==> src/rtl/demap_pkg.sv <==
// demap_pkg: shared types and helpers for the payload demapper scheduler
// Contents: modulation encodings, scheduler state encoding, default frame
// length and bits_per_sym(), which maps a modulation to its soft bits per symbol.
package demap_pkg;

    typedef enum logic [1:0] {
        MOD_BPSK  = 2'd0,
        MOD_QPSK  = 2'd1,
        MOD_16QAM = 2'd2,
        MOD_RSVD  = 2'd3
    } mod_t;

    typedef enum logic [1:0] {
        S_IDLE  = 2'd0,
        S_FILL  = 2'd1,
        S_DRAIN = 2'd2,
        S_DONE  = 2'd3
    } state_t;

    localparam int FRAME_LEN_DEF = 2400;

    function automatic logic [2:0] bits_per_sym(input logic [1:0] mod);
        return mod == MOD_16QAM ? 3'd4 : mod == MOD_QPSK ? 3'd2 : 3'd1;
    endfunction

endpackage

==> src/rtl/demap_slot_gen.sv <==
// demap_slot_gen: turns FIFO read strobes into runs of soft-bit slots
// Ports: clk, rst (async, active-high); flush squashes everything in flight;
//   rd_en  - read strobe issued to the FIFO
//   m      - bits per symbol (1, 2 or 4)
//   slot_vld/bit_idx - slot valid, soft-bit index counting m-1 down to 0
//   idle   - no read, delayed read or slot left in flight
//   ready  - a read issued this cycle keeps reads at least m cycles apart
module demap_slot_gen #(
    parameter int RD_LAT = 1
) (
    input  logic       clk,
    input  logic       rst,
    input  logic       flush,
    input  logic       rd_en,
    input  logic [2:0] m,
    output logic       slot_vld,
    output logic [1:0] bit_idx,
    output logic       idle,
    output logic       ready
);

    // tap[k] is rd_en delayed by k cycles; a run launches from tap[RD_LAT-1]
    // so the registered slot_vld rises exactly RD_LAT cycles after rd_en.
    logic [RD_LAT:1] dly;
    logic [RD_LAT:0] tap;
    logic [1:0]      gap;

    assign tap   = {dly, rd_en};
    assign idle  = !rd_en && dly == '0 && !slot_vld;
    // gap holds cycles still to wait; a read in the current cycle only allows
    // another one straight away when a symbol is a single bit.
    assign ready = rd_en ? m == 3'd1 : gap <= 2'd1;

    always_ff @(posedge clk or posedge rst) begin
        if (rst) begin
            dly      <= '0;
            gap      <= 2'd0;
            slot_vld <= 1'b0;
            bit_idx  <= 2'd0;
        end else if (flush) begin
            dly      <= '0;
            gap      <= 2'd0;
            slot_vld <= 1'b0;
            bit_idx  <= 2'd0;
        end else begin
            dly <= tap[RD_LAT-1:0];
            gap <= rd_en ? 2'(m - 3'd1) : (gap != 2'd0 ? gap - 2'd1 : gap);
            if (tap[RD_LAT-1]) begin
                slot_vld <= 1'b1;
                bit_idx  <= 2'(m - 3'd1);
            end else if (slot_vld && bit_idx != 2'd0) begin
                bit_idx <= bit_idx - 2'd1;
            end else begin
                slot_vld <= 1'b0;
            end
        end
    end

endmodule

==> src/rtl/demap_sched.sv <==
// demap_sched: frame scheduler gating equaliser samples into the demapper FIFOs
// Ports: clk, rst (async, active-high); start/abort frame control; mod_type;
//   in_vld, fifo_full, fifo_empty from equaliser and FIFO;
//   wr_en (combinational), rd_en (registered), slot_vld/bit_idx soft-bit slots;
//   busy, frame_done, cfg_err pulses and sticky ovf_err.
// Build option DEMAP_SCHED_STATS_EN adds stat_frames and stat_drops counters.
module demap_sched
    import demap_pkg::*;
#(
    parameter int FRAME_LEN = FRAME_LEN_DEF,
    parameter int CNT_W     = 12,
    parameter int RD_LAT    = 1
) (
    input  logic             clk,
    input  logic             rst,
    input  logic             start,
    input  logic             abort,
    input  logic [1:0]       mod_type,
    input  logic             in_vld,
    input  logic             fifo_full,
    input  logic             fifo_empty,
    output logic             wr_en,
    output logic             rd_en,
    output logic             slot_vld,
    output logic [1:0]       bit_idx,
    output logic             busy,
    output logic             frame_done,
    output logic             cfg_err,
    output logic             ovf_err
`ifdef DEMAP_SCHED_STATS_EN
    ,
    output logic [15:0]      stat_frames,
    output logic [CNT_W-1:0] stat_drops
`endif
);

    localparam logic [CNT_W-1:0] LAST = CNT_W'(FRAME_LEN - 1);

    state_t           state;
    logic [1:0]       mod_q;
    logic [CNT_W-1:0] wr_cnt, acc_cnt, rd_cnt;
    logic [2:0]       m;
    logic             drop, reading, pending, slot_idle, slot_ready;

    assign m       = bits_per_sym(mod_q);
    assign busy    = state != S_IDLE;
    assign wr_en   = state == S_FILL && in_vld && !fifo_full;
    assign drop    = state == S_FILL && in_vld && fifo_full;
    assign reading = state == S_FILL || state == S_DRAIN;
    // a read strobe already high this cycle counts as consumed
    assign pending = rd_cnt + CNT_W'(rd_en) < acc_cnt;

    demap_slot_gen #(.RD_LAT(RD_LAT)) u_slot (
        .clk      (clk),
        .rst      (rst),
        .flush    (abort),
        .rd_en    (rd_en),
        .m        (m),
        .slot_vld (slot_vld),
        .bit_idx  (bit_idx),
        .idle     (slot_idle),
        .ready    (slot_ready)
    );

    always_ff @(posedge clk or posedge rst) begin
        if (rst) begin
            state      <= S_IDLE;
            mod_q      <= 2'd0;
            wr_cnt     <= '0;
            acc_cnt    <= '0;
            rd_cnt     <= '0;
            rd_en      <= 1'b0;
            frame_done <= 1'b0;
            cfg_err    <= 1'b0;
            ovf_err    <= 1'b0;
        end else begin
            frame_done <= 1'b0;
            cfg_err    <= 1'b0;
            rd_en      <= !abort && reading && slot_ready && !fifo_empty && pending;
            if (rd_en) rd_cnt <= rd_cnt + CNT_W'(1);
            if (wr_en) acc_cnt <= acc_cnt + CNT_W'(1);
            if (drop) ovf_err <= 1'b1;
            if (abort) begin
                state   <= S_IDLE;
                wr_cnt  <= '0;
                acc_cnt <= '0;
                rd_cnt  <= '0;
            end else begin
                case (state)
                    S_IDLE: if (start) begin
                        if (mod_type == MOD_RSVD) begin
                            cfg_err <= 1'b1;
                        end else begin
                            mod_q   <= mod_type;
                            wr_cnt  <= '0;
                            acc_cnt <= '0;
                            rd_cnt  <= '0;
                            ovf_err <= 1'b0;
                            state   <= S_FILL;
                        end
                    end
                    S_FILL: if (in_vld) begin
                        wr_cnt <= wr_cnt + CNT_W'(1);
                        if (wr_cnt == LAST) state <= S_DRAIN;
                    end
                    // dropped samples never reach acc_cnt, so this cannot stall
                    S_DRAIN: if (rd_cnt == acc_cnt && slot_idle) begin
                        state      <= S_DONE;
                        frame_done <= 1'b1;
                    end
                    default: state <= S_IDLE;
                endcase
            end
        end
    end

`ifdef DEMAP_SCHED_STATS_EN
    always_ff @(posedge clk or posedge rst) begin
        if (rst) begin
            stat_frames <= 16'd0;
            stat_drops  <= '0;
        end else begin
            if (frame_done) stat_frames <= stat_frames + 16'd1;
            if (state == S_IDLE && start && !abort && mod_type != MOD_RSVD) stat_drops <= '0;
            else if (drop) stat_drops <= stat_drops + CNT_W'(1);
        end
    end
`endif

endmodule

==> config.mk <==
export PLATFORM = sky130hd
export DESIGN_NAME = demap_sched
export DESIGN_NICKNAME = d
export VERILOG_FILES = /design/src/rtl/demap_pkg.sv /design/src/rtl/demap_slot_gen.sv /design/src/rtl/demap_sched.sv
export SDC_FILE = /design/constraint.sdc
export NUM_CORES = 1
export LEC_CHECK = 0
export BUFFER_PORTS_ARGS = -buffer_cell sky130_fd_sc_hd__buf_2
export CAP_MARGIN = 20
export CORE_ASPECT_RATIO = 0.7
export CORE_MARGIN = 2
export CORE_UTILIZATION = 40
export CTS_BUF_LIST = sky130_fd_sc_hd__clkbuf_16
export DETAILED_ROUTE_END_ITERATION = 8
export GPL_TIMING_DRIVEN = 0
export SETUP_SLACK_MARGIN = 0.3
export SKIP_CTS_REPAIR_TIMING = 1
export SKIP_LAST_GASP = 1
export SYNTH_ARGS = -nofsm -noshare
export SYNTH_HDL_FRONTEND = slang
export SYNTH_SLANG_ARGS = --single-unit
==> constraint.sdc <==
create_clock -name clk -period 4.37 [get_ports clk]
set_input_delay 0 -clock clk [delete_from_list [all_inputs] [get_ports clk]]
set_output_delay 0 -clock clk [all_outputs]
set_load 0.05 [all_outputs]
==> results of run 1 <==
[stage by stage]
step	power [mW]	std cells	instance area [µm²]
after floorplan	0.822	337	3060
final	1.35	466	3510
after detailed placement	0.918	453	3290
after CTS	1.36	460	3450
after global routing	1.43	466	3510
after global placement	0.912	452	3270
[power breakdown]
group          leakage (nW)  total [mW]  switching [mW]  internal [mW]
Sequential            0.689       0.529          0.0282          0.501
Clock                0.0773       0.433           0.168          0.265
Combinational         0.873       0.385           0.247          0.138
[worst max-delay path by stage]
stage / start / to / slack [ns] / depth (start not counted)
after floorplan: rd_en / rd_en / 1.86 / 10
after global placement: rd_en / rd_en / 1.81 / 10
after detailed placement: rd_en / rd_en / 1.77 / 10
after CTS: rd_en / rd_en / 1.74 / 10
after global routing: rd_en / rd_en / 1.54 / 10
final: rd_en / rd_en / 1.75 / 10
[flip-flops by register name (all words and copies together), names as in the netlist]
name / cells
u_slot.slot_vld: 1
u_slot.dly: 1
cfg_err: 1
u_slot.gap: 2
state: 2
frame_done: 1
u_slot.bit_idx: 2
rd_cnt: 12
ovf_err: 1
mod_q: 2
rd_en: 1
acc_cnt: 12
wr_cnt: 12
[critical path, cell delays in order (launching register included)]
cell,delay (ns)
dfrtp_1,0.53
ha_1,0.30
ha_1,0.23
nand2_1,0.14
nor2_1,0.15
xor2_1,0.16
ha_1,0.26
and3_1,0.19
a221oi_1,0.35
a21oi_1,0.13
nor2_1,0.11
[layout make-up]
cell class / instances / area [µm²] / area share
multi-input combinational: 254 / 1670 / 0.476
buffer: 11 / 58.8 / 0.0167
clock buffer: 5 / 125 / 0.0356
clock inverter: 2 / 33.8 / 0.00962
tap: 98 / 123 / 0.0349
sequential: 50 / 1250 / 0.356
inverter: 22 / 82.6 / 0.0235
timing repair buffer: 24 / 165 / 0.0470
[Yosys cell counts, drive strengths merged (2+ instances only)]
| cell type | instances |
|---|---|
| and3 | 4 |
| inv | 22 |
| mux2i | 2 |
| nor3 | 3 |
| and4 | 3 |
| and2 | 3 |
| nor2b | 5 |
| nand4 | 13 |
| nand3 | 14 |
| or3 | 5 |
| nor3b | 5 |
| o21a | 3 |
| dfrtp | 50 |
| buf | 6 |
| o21ai | 12 |
| nor2 | 48 |
| nor4 | 3 |
| a22o | 2 |
| a21oi | 19 |
| nand2b | 3 |
| ha | 22 |
| xnor2 | 20 |
| nand2 | 25 |
| xor2 | 28 |
| clkbuf | 5 |
[cells by family after synthesis]
kind of cell               Yosys count  share of synthesized area
AOI/OAI and AO/OA                   44                     0.0849
buffers and inverters               33                     0.0461
muxes                                3                     0.0102
DFF                                 50                      0.408
xor gates and xnor gates            48                      0.137
and+or+nand+nor                    137                      0.223
adders and majority gates           22                     0.0898
[layer usage]
metal	part of all wire	wire, µm	vias up	track usage
li1	-	-	1202	-
met1	0.57	3760	1102	0.288
met2	0.38	2460	46	0.218
met3	0.044	288	5	0.0306
met4	0.0066	43	0	0.0346
met5	0	0	-	0
==> flow_summary.toml, run 1 <==
[placement]
place.gp.congestion = 0.813
io_buffers = 17
pre_cts_slack_ns = 1.77
hpwl_um = 5000

[route]
routed_wl_um = 6550
drc_errors = 0
drt_pass1_iterations = 4
routedWlPerCell_um = 14.1
drt_iter0_drc = 121
viasPerCell = 5.05
drtAntennaViolNets = 0
route.vias.total = 2355

[worst_setup_path]
reg2reg_to = "rd_en"
r2r_start = "rd_en"
start_kind = "flip-flop"
reg2reg_setup_slack_ns = 1.75
worstPathRequired_ns = 4.59
critPathKind = "flip-flop to flip-flop"
crit_fanout = 9
endpoint_kind = "flip-flop"
worstPathArrival_ns = 2.85
reg2regPathDepth = 10

[die]
fp.dieW_um = 109
dieHeight_um = 77.2
ios = 18
coreArea_mm2 = 0.00735
rows = 26
initial_core_util = 0.417
dieArea_mm2 = 0.00839

[grt]
antenna_found_initial = 0
grt_max_degree = 38
grt.total_usage = 0.170
grt_pass1_wl_um = 11100
overflow = 0
grt_pass1_vias = 2213

[sta]
tightestPinTransition_ns = 0.935
fin_crit_ns = 2.62
fin_crit_sh = 0.600
hold_slack_ns = -0.0251
tns_ns = 0
fmax_mhz = 381
hold_viol = 1
setup_viol = 0
slew_headroom = 0.370
worst_slack_ns = 1.75
skew_ns = 0.00416
rsz0062_at_grt = "false"
finalMaxSlewViolations = 0

[layout]
final_common_cell = "dfrtp_1"
final_core_util = 0.478
nNetsFinal = 399
fillers = 748
diodes = 0
synthToLayoutAreaGrowth_pct = 14.6
layout-drive-gt1-share = 0.0951
layout_common_cells = "dfrtp_1 (50), nor2_1 (48), xor2_1 (28)"

[synthesis]
synth_edf_count = 0
netlist_instances = 337
synth_flop_cell = "dfrtp_1"
yosysWarnings = 0
yosys.area.top_type = "dfrtp_1"
ys_seq_area_frac = 0.408
async_reset_ff_frac = 1.00
synth_nets = 368
syn_area_mm2 = 0.00306
avgSynthCellArea_um2 = 9.09
synth_top_area_frac = 0.408
ys_types = 43
ys_ff_latch = 50
netlist_top_cells_area = "dfrtp_1 (41%), ha_1 (9.0%), xor2_1 (8.0%)"

[worst_hold_path]
hold_depth = 3
hold_end = "ovf_err"
hp-class = "input pin to flip-flop"
worstHoldStart = "fifo_full"

[outcome]
violations = "hold timing"
outcome = "finished with violations"

[clock_tree]
root_buffer = "clkbuf_16"
cts.reportedPaths.clkPinSlew_ns = 0.07
clock_latency_ns = 0.29
cts_inserted_buffers = 5
cts_buffer_depth = 2
htree_levels = 2
cts.sink_count = 50
cts_tree = "done"

[flow_run]
cap_violations = 0

[pwr]
p_leak_nw = 1.64
max-vdd-ir-drop_v = 0.000183
power_density_mw_per_mm2 = 384
Power figures use the tool's default switching activity.
==> run 2, diff against run 1 <==
Clock period 4.37 ns to 2.5 ns, I/O delays scaled along.
==> flow_summary.toml, run 2 (synthesis results as in run 1) <==
[outcome]
outcome = "finished with violations"
violations = "hold timing"

[route]
drtAntennaViolNets = 0
dr_wl_met2_um = 2550
drc_errors = 0
dr_wl_met3_um = 264
drt_iter0_drc = 167
wl_met1_um = 3870
top_layer = "met4"
route.vias.total = 2434
routed_wl_um = 6710
routedWlPerCell_um = 14.1
drt_pass1_iterations = 4
viasPerCell = 5.10

[worst_setup_path]
worstPathRequired_ns = 2.73
endpoint_kind = "flip-flop"
reg2regPathDepth = 8
reg2reg_to = "rd_en"
r2r_start = "rd_en"
crit_fanout = 6
reg2reg_setup_slack_ns = 0.37
worstPathArrival_ns = 2.35
critPathKind = "flip-flop to flip-flop"
start_kind = "flip-flop"

[die]
dieHeight_um = 77.2
fp.dieW_um = 109
initial_core_util = 0.417
dieArea_mm2 = 0.00839
rows = 26
coreArea_mm2 = 0.00735
ios = 18

[layout]
final_common_cell = "nor2_1"
layout-drive-gt1-share = 0.164
diodes = 0
reg_top3 = "acc_cnt: 12 flops, rd_cnt: 12 flops, wr_cnt: 12 flops"
final_cells = 477
nNetsFinal = 409
layout_common_cells = "nor2_1 (47), dfrtp_1 (45), xor2_1 (28)"
fillers = 700
synthToLayoutAreaGrowth_pct = 19.6

[flow_run]
cap_violations = 0

[pwr]
power_mw = 2.37
power_density_mw_per_mm2 = 646
p_seq_frac = 0.389
internal-power_mw = 1.55
comb_power_share = 0.317
p_leak_nw = 1.68
max-vdd-ir-drop_v = 0.000441
clockPowerShare = 0.293
p_switching_mw = 0.821
switching_share = 0.347

[placement]
io_buffers = 17
place.gp.congestion = 0.847
hpwl_um = 5100
dp_cells = 453

[sta]
rsz0062_at_grt = "true"
setup_viol = 0
hold_viol = 1
slew_headroom = 0.597
tns_ns = 0
fmax_mhz = 470
fin_crit_sh = 0.851
tightestPinTransition_ns = 0.601
fin_crit_ns = 2.13
finalMaxSlewViolations = 0
hold_slack_ns = -0.0200
skew_ns = 0.0101

[grt]
grt.total_usage = 0.172
grt_pass1_vias = 2268
overflow = 0
grt_max_degree = 40
grt_pass1_wl_um = 11300
antenna_found_initial = 0

[clock_tree]
root_buffer = "clkbuf_16"
cts.sink_count = 50
htree_levels = 2
cts_buffer_depth = 2
cts_inserted_buffers = 5
cts_tree = "done"
clock_latency_ns = 0.29
cts.reportedPaths.clkPinSlew_ns = 0.08

[worst_hold_path]
hp-class = "input pin to flip-flop"
hold_depth = 3
worstHoldStart = "in_vld"
hold_end = "ovf_err"
-- run 2: layout make-up --
class / instances / area (µm²) / share of cell area
Multi-Input combinational cell: 254 / 1730 / 0.473
Sequential cell: 50 / 1260 / 0.343
Inverter: 22 / 82.6 / 0.0225
Timing Repair Buffer: 34 / 243 / 0.0662
Buffer: 11 / 76.3 / 0.0208
Tap cell: 98 / 123 / 0.0335
Clock buffer: 5 / 125 / 0.0341
Clock inverter: 3 / 25.0 / 0.00683
-- run 2: critical path, cell delays in order, from the launching register on --
cell      delay, ns
dfrtp_2        0.45
ha_4           0.18
nand4_1        0.23
xnor2_1        0.21
ha_1           0.33
and3_4         0.20
a221oi_2       0.26
a21oi_1        0.11
nor2_1         0.09
-- run 2: stage by stage --
stage               hold slack, ns  setup WS [ns]  cell area, µm²   util
floorplan                   0.0656          0.344            3100      -
global placement             0.243          0.183            3300  0.449
detailed placement         -0.0422          0.158            3320  0.452
CTS                         -0.356          0.133            3470  0.472
global route                0.0110          0.201            3660  0.498
finish                     -0.0200          0.372            3660  0.498
-- run 2: how the worst max path moves through the flow --
stage                         start     to  slack, ns  depth (start not counted)
after floorplan               rd_en  rd_en       0.34                         10
after global placement    rd_cnt[4]  rd_en       0.18                          9
after detailed placement  rd_cnt[4]  rd_en       0.16                          9
after CTS                 rd_cnt[4]  rd_en       0.13                          9
after global routing          rd_en  rd_en       0.20                         10
final                         rd_en  rd_en       0.37                          8
-- run 2: routing by layer --
layer | up-vias | global-route usage
met3 | 2 | 0.0357
met4 | 0 | 0.0308
li1 | 1222 | -
met2 | 35 | 0.227
met1 | 1175 | 0.285
met5 | - | 0
-- run 2: power groups by stage --
stage	logic [mW]	clock network, mW	registers [mW]
floorplan	0.468	0	0.970
global placement	0.661	0	0.939
detailed placement	0.672	0	0.940
CTS	0.679	0.715	0.924
global route	0.831	0.745	0.931
finish	0.751	0.694	0.922
==> run 3, diff against run 2 <==
Settings changed: CORE_UTILIZATION 40 to 53, PLACE_DENSITY set to 0.71.
==> flow_summary.toml, run 3 (synthesis results as in run 1) <==
[outcome]
outcome = "finished with violations"
violations = "hold timing"

[sta]
fin_crit_ns = 2.15
rsz0062_at_grt = "true"
finalMaxSlewViolations = 0
tns_ns = 0
setup_viol = 0
hold_slack_ns = -0.00645
tightestPinTransition_ns = 0.857
worst_slack_ns = 0.346
skew_ns = 0.00718
hold_viol = 1
fin_crit_sh = 0.861
slew_headroom = 0.423
fmax_mhz = 464

[worst_setup_path]
reg2regPathDepth = 10
crit_slowest_cell = "dfrtp_2"
worstPathRequired_ns = 2.72
reg2reg_to = "rd_en"
crit_chain = "ha_4 -> ha_4 -> nand2_4 -> nor2_2 -> xor2_1 -> ha_1 -> and3_4 -> a221oi_2 -> a21oi_1 -> nor2_1"
worst_path_most_repeated_cell = "ha_4"
critPathKind = "flip-flop to flip-flop"
worstPathArrival_ns = 2.37
start_kind = "flip-flop"
endpoint_kind = "flip-flop"
crit_fanout = 7
crit_start = "rd_en"
reg2reg_setup_slack_ns = 0.35
cpPeakStageDelay_ns = 0.48
r2r_start = "rd_en"

[die]
dieHeight_um = 67.6
coreArea_mm2 = 0.00564
dieArea_mm2 = 0.00642
ios = 18
rows = 23
fp.dieW_um = 94.9
initial_core_util = 0.543

[layout]
diodes = 0
multiInputGateArea_mm2 = 0.00174
fillers = 469
synthToLayoutAreaGrowth_pct = 20.0
final_core_util = 0.652
final_common_cell = "nor2_1"
layout-drive-gt1-share = 0.175
reg_top3 = "acc_cnt: 12 flops, rd_cnt: 12 flops, wr_cnt: 12 flops"
layout_common_cells = "nor2_1 (47), dfrtp_1 (46), xor2_1 (28)"
nNetsFinal = 413
ff_latch_area_mm2 = 0.00126

[clock_tree]
cts_tree = "done"
cts_inserted_buffers = 5
clock_latency_ns = 0.29
cts_buffer_depth = 2
root_buffer = "clkbuf_16"
cts.reportedPaths.clkPinSlew_ns = 0.07
htree_levels = 2
cts.sink_count = 50

[route]
route.vias.total = 2451
drt_iter0_drc = 156
wl_met1_um = 3470
routed_wl_um = 6740
dr_wl_met3_um = 304
top_layer = "met4"
drt_pass1_iterations = 4
drtAntennaViolNets = 0
drc_errors = 0
viasPerCell = 5.35
dr_wl_met2_um = 2930
routedWlPerCell_um = 14.7

[worst_hold_path]
hp-class = "input pin to flip-flop"
hold_end = "ovf_err"
worstHoldStart = "fifo_full"
hold_depth = 3

[pwr]
clockPowerShare = 0.313
comb_power_share = 0.306
p_switching_mw = 0.789
switching_share = 0.324
internal-power_mw = 1.65
max-vdd-ir-drop_v = 0.000382
p_seq_frac = 0.381
power_density_mw_per_mm2 = 663
p_leak_nw = 1.73

[flow_run]
cap_violations = 0

[placement]
place.gp.congestion = 0.879
pre_cts_slack_ns = 0.218
io_buffers = 17
hpwl_um = 4750

[grt]
overflow = 0
grt_pass1_vias = 2132
grt_max_degree = 31
grt.total_usage = 0.215
grt_pass1_wl_um = 10500
antenna_found_initial = 0
==> run 3: worst max-delay path: cells and delay by family, from the launching register on <==
| kind | cells | cell delay (ns) |
|---|---|---|
| fa+ha+maj | 3 | 0.69 |
| flops | 1 | 0.48 |
| simple gates | 4 | 0.39 |
| compound gates | 2 | 0.38 |
| xor+xnor | 1 | 0.14 |
==> run 3: final cells by class <==
class                      count  share of cell area
timing repair buffer          38              0.0735
sequential                    50               0.342
clock inverter                 3              0.0112
tap                           75              0.0255
inverter                      22              0.0225
clock buffer                   5              0.0340
multi-input combinational    254               0.472
buffer                        11              0.0191
==> run 3: how the worst max path moves through the flow <==
stage / slack (ns) / end
final: 0.35 / rd_en
after global routing: 0.18 / rd_en
after CTS: 0.16 / rd_en
after detailed placement: 0.22 / rd_en
after global placement: 0.25 / rd_en
after floorplan: 0.34 / rd_en
==> run 3: power by group through the flow <==
stage                     clock [mW]  sequential, mW  combinational (mW)
after CTS                      0.776           0.926               0.661
after floorplan                    0           0.970               0.468
after global routing           0.812           0.936               0.824
after global placement             0           0.939               0.643
final                          0.763           0.929               0.747
after detailed placement           0           0.940               0.657
==> run 3: layer usage <==
metal / up-vias / track usage
met4: 0 / 0.0471
met2: 58 / 0.310
li1: 1224 / -
met3: 4 / 0.0424
met1: 1165 / 0.331
met5: - / 0
==> run 3: per-stage QoR <==
step | cell area [µm²] | power [mW] | instances
2_1_floorplan | 3100 | 1.44 | 337
3_3_place_gp | 3270 | 1.58 | 429
3_5_place_dp | 3290 | 1.60 | 430
4_1_cts | 3460 | 2.36 | 438
5_1_grt | 3680 | 2.57 | 458
6_report | 3680 | 2.44 | 458
